**config.mk**
```make
export PLATFORM = sky130hd
export DESIGN_NAME = multi_seq
export DESIGN_NICKNAME = d
export VERILOG_FILES = /design/src/rtl/multi_seq_pkg.sv /design/src/rtl/multi_seq.sv
export SDC_FILE = /design/constraint.sdc
export NUM_CORES = 1
export LEC_CHECK = 0
export BUFFER_PORTS_ARGS = -buffer_cell sky130_fd_sc_hd__buf_2
export CORE_MARGIN = 8
export CORE_UTILIZATION = 50
export DETAILED_ROUTE_END_ITERATION = 10
export HOLD_SLACK_MARGIN = 0.12
export PLACE_DENSITY = 0.79
export SKIP_CTS_REPAIR_TIMING = 1
export SYNTH_ARGS = -nofsm -noshare
export SYNTH_HDL_FRONTEND = slang
export SYNTH_SLANG_ARGS = --single-unit
```
**constraint.sdc**
```tcl
create_clock -name clk -period 3.9 [get_ports clk]
set_clock_uncertainty 0.15 [all_clocks]
set_input_delay 0.39 -clock clk [delete_from_list [all_inputs] [get_ports clk]]
set_output_delay 0.39 -clock clk [all_outputs]
set_load 0.02 [all_outputs]
```
**src/rtl/multi_seq_pkg.sv**
```systemverilog
// Shared widths and state encoding for the multi-beat instruction sequencer.
package multi_seq_pkg;

  localparam int unsigned MULTI_W = 5;
  localparam int unsigned OFF_W   = MULTI_W + 2;

  typedef enum logic {
    ST_IDLE = 1'b0,
    ST_RUN  = 1'b1
  } state_t;

endpackage

```
**src/rtl/multi_seq.sv**
```systemverilog
// Multi-beat load/store sequencer: stalls the pipeline while stepping beat/register
// indices, pulses done after the last beat and holds interrupts off mid-operation.
module multi_seq
  import multi_seq_pkg::*;
(
  input  logic               clk,
  input  logic               reset,
  input  logic               instr_valid,
  input  logic [MULTI_W-1:0] multi,
  input  logic [MULTI_W-1:0] ra_base,
  input  logic               mem_ready,
  input  logic               irq_in,
  output logic               stall,
  output logic [MULTI_W-1:0] beat,
  output logic [MULTI_W-1:0] reg_idx,
  output logic [OFF_W-1:0]   addr_off,
  output logic               active,
  output logic               done,
  output logic               irq_out
);

  state_t             r_state;
  logic [MULTI_W-1:0] r_cnt;
  logic [MULTI_W-1:0] r_total;
  logic [MULTI_W-1:0] r_base;
  logic               r_done;

  logic w_multi_op;
  logic w_accept;
  logic w_last;

  assign w_multi_op = instr_valid && (multi != '0);
  assign w_accept   = (r_state == ST_IDLE) && w_multi_op && mem_ready;
  assign w_last     = (r_state == ST_RUN) && mem_ready && (r_cnt == r_total);

  always_ff @(posedge clk) begin
    if (reset) begin
      r_state <= ST_IDLE;
      r_cnt   <= '0;
      r_total <= '0;
      r_base  <= '0;
      r_done  <= 1'b0;
    end else begin
      r_done <= w_last;
      case (r_state)
        ST_IDLE: begin
          if (w_accept) begin
            r_total <= multi;
            r_base  <= ra_base;
            r_cnt   <= MULTI_W'(1);
            r_state <= ST_RUN;
          end
        end
        ST_RUN: begin
          // Beat 0 was issued from IDLE, so cnt runs 1..total and never overflows.
          if (mem_ready) begin
            if (r_cnt == r_total) begin
              r_cnt   <= '0;
              r_state <= ST_IDLE;
            end else begin
              r_cnt <= r_cnt + MULTI_W'(1);
            end
          end
        end
        default: r_state <= ST_IDLE;
      endcase
    end
  end

  // Stall and beat/register indices must react in the same cycle as decode.
  always_comb begin
    stall   = 1'b0;
    beat    = '0;
    reg_idx = ra_base;
    case (r_state)
      ST_IDLE: stall = w_multi_op;
      ST_RUN: begin
        beat    = r_cnt;
        reg_idx = r_base + r_cnt;
        stall   = !w_last;
      end
      default: stall = 1'b0;
    endcase
    if (reset) stall = 1'b0;
  end

  assign addr_off = {beat, 2'b00};
  assign active   = (r_state == ST_RUN);
  assign done     = r_done;
  assign irq_out  = irq_in && !reset && (r_state == ST_IDLE) && !stall;

endmodule

```
==> run summary <==
CP arrival - 2.23 ns
Switching share of total power - 31.3%
Worst EP required - 3.36 ns
Hold depth - 3
Worst VDD drop - 192 uV
Synth top area share - 31.6%
Core Footprint - 0.00200 sq mm
Total power draw - 0.365 mW
Post-Synthesis Cell Area - 0.00108 sq mm
Mapped Cells - 122
GPL Wtd Cong - 0.871
Synth unique cells - 39
DIE HEIGHT - 62.4 um
Final instance area - 0.00123 sq mm
WL met3 - 234 um
Net switching power - 0.114 mW
DP HPWL - 1980 um
Flop-to-flop setup slack - 2.06 ns
Largest net degree at the start of global routing - 20
Port-buffer cells - 33
RSZ-0062 raised after global routing - false
Congestion Overflow GR - 0
Simple-gate share of the synthesized area - 18.5%
Setup violations, final - 0
Final hold vios - 0
Post-layout net count - 170
Max layer used - met4
Predominant post-synthesis flop cell - dfxtp_1
Number of synthesized flops with an enable pin - 0
WL per Instance - 14.7 um
Power share of the clock group - 26.8%
Drc violations - 0
Combinational family with the most area after synthesis - simple AND/OR/NAND/NOR gates
Fin crit period - 2.77 ns
H-tree level count - 1
First-pass iteration count of the detailed router - 5
Comb power frac - 20.9%
# rows - 16
Worst Tran Pin Value - 0.664 ns
CTS buffer count - 3
Clock-pin slew on the worst setup and hold paths - 0.11 ns
FF-to-FF path depth - 3
Placed inst area - 0.00120 sq mm
Antenna diodes - 0
Total I/O pin count - 36
Highest clock rate - 362 MHz
Type of the worst setup path - flop to output port
Clock latency on the worst-skew pair - 0.30 ns
Via density - 5.50
Post-route ant nets - 0
Vias in the first global route - 972
Die area - 0.00389 sq mm
Compound-Gate Fraction of Synth Area - 12.7%
Most area-hungry cell type in the Yosys netlist - dfxtp_1
Initial Utilization - 53.8%
LEAKAGE - 0.553 nW
XOR/XNOR Fraction of Synth Area - 7.33%
Tcrit/Tclk final - 70.9%
Cell Int Power - 0.251 mW
Pre-CTS WS - 1.50 ns
Hold Slack - 0.183 ns
Syn-to-layout area delta - 14.1%
Adder-cell share of the synthesized area - 7.67%
Slew Limit Fails - 0
Total Wirelength - 2560 um
CTS tree - yes
Tightest Hold Check Type - input port to flop
All-Layer GR Usage - 13.0%
Synthesized area per cell - 8.82 sq um
Sequential Power Share - 52.3%
WL met1 - 1050 um
Vias - 962
Slew headroom - 55.7%
Yosys warns - 0
Kind of end point of the critical path - output port
Die Span X - 62.4 um
Sink Count - 17
Outcome - completed
Final setup margin - 1.13 ns
Sequential share of the synthesized area - 31.6%
Max-cap check violation count - 0
Initial antenna violation count - 0
Mux contribution to synthesized area - 12.4%
Synth area leaders - dfxtp_1, mux2i_1, ha_1, xnor2_1, buf_4
Post-synthesis async set-or-reset flop share - 0%
Post-Route Setup TNS - 0 ns
Crit-path max FO - 7
Pwr/cell area - 298 mW/mm^2
Share of layout cells above drive strength 1 - 28.4%
Crit start category - flop
Met2 WL post-DR - 1260 um
First-pass GRT wire length - 4330 um
Max Root-Sink Buffers - 2
First DRT Iteration DRCs - 24
Clock root buffer - clkbuf_4
Register bit count reported by yosys - 17
==> cells by family (layout without fill, tap and decap cells) <==
group                      after synthesis  after routing
AOI/OAI and AO/OA                       20             20
xor gates and xnor gates                 9              9
adders and majority gates                6              6
buffers and inverters                   18             43
DFF                                     17             17
muxes                                   13             13
other                                    1              2
and+or+nand+nor                         38             38
==> sequential cells by signal (all words and copies together), names as in the netlist <==
signal   cells
r_base       5
r_cnt        5
r_total      5
active       1
done         1
==> cell usage after synthesis (3+ instances only) <==
master	n
and2_1	5
nand3_1	6
nor3_1	3
clkbuf_1	4
buf_4	7
mux2i_1	10
inv_1	5
ha_1	5
dfxtp_1	17
xnor2_1	7
nor2_1	14
a21oi_1	4
==> worst max-delay path: stages, from the launching register on <==
cell and delay, ns:
dfxtp_1 0.50, ha_1 0.24, inv_1 0.06, fa_1 0.40
nor2b_1 0.12, o21ai_1 0.08, a21o_1 0.18, a31oi_1 0.15
buf_2 0.18
==> final timing paths <==
| check | from | endpoint |
|---|---|---|
| setup / recovery | r_cnt[0]$_SDFFE_PP0P_ | reg_idx[4] |
| setup reg to reg | active$_SDFF_PP0_ | r_cnt[4]$_SDFFE_PP0P_ |
| hold reg to reg | r_base[3]$_SDFFE_PP0P_ | r_base[3]$_SDFFE_PP0P_ |
| hold / removal | ra_base[4] | r_base[4]$_SDFFE_PP0P_ |
==> layout make-up <==
class | count | area, sq um
fill | 176 | 774
sequential | 17 | 340
clock buffer | 3 | 22.5
inverter | 6 | 22.5
tap | 27 | 33.8
clock inverter | 1 | 5.00
timing repair buffer | 33 | 165
multi-input combinational | 88 | 638
==> per-layer routing <==
layer | vias up | GRT usage (%)
li1 | 469 | -
met1 | 437 | 13.9
met2 | 52 | 22.5
met3 | 4 | 6.09
met4 | 0 | 3.42
met5 | - | 0
==> layout by cell type (no fill, tap or decap), types with 2 or more instances in the layout <==
cell type	synthesis	final
o21ai_1	2	2
o2bb2ai_1	2	2
dfxtp_1	17	17
mux2_2	2	2
conb_1	1	2
mux2i_1	10	10
clkbuf_4	0	3
nor2_1	14	14
ha_1	5	5
buf_2	0	33
a21oi_1	4	4
a21o_1	2	2
nand3_1	6	6
inv_1	5	5
o21ai_0	2	2
xnor2_1	7	7
nand2_1	2	2
o211ai_1	2	2
and2_1	5	5
xor2_1	2	2
nor3_1	3	3
==> stage by stage <==
stage          std cells  util (%)
2_1_floorplan        123         -
3_3_place_gp         171      59.9
3_5_place_dp         171      59.9
4_1_cts              175      61.3
5_1_grt              175      61.3
6_report             175      61.3
==> power groups by stage <==
stage / Clock [mW] / Sequential (mW) / Combinational [mW]
3_5_place_dp: 0 / 0.195 / 0.0762
5_1_grt: 0.106 / 0.192 / 0.0836
2_1_floorplan: 0 / 0.191 / 0.0572
3_3_place_gp: 0 / 0.194 / 0.0741
6_report: 0.0980 / 0.191 / 0.0762
4_1_cts: 0.101 / 0.191 / 0.0765
Power figures use the tool's default switching activity.
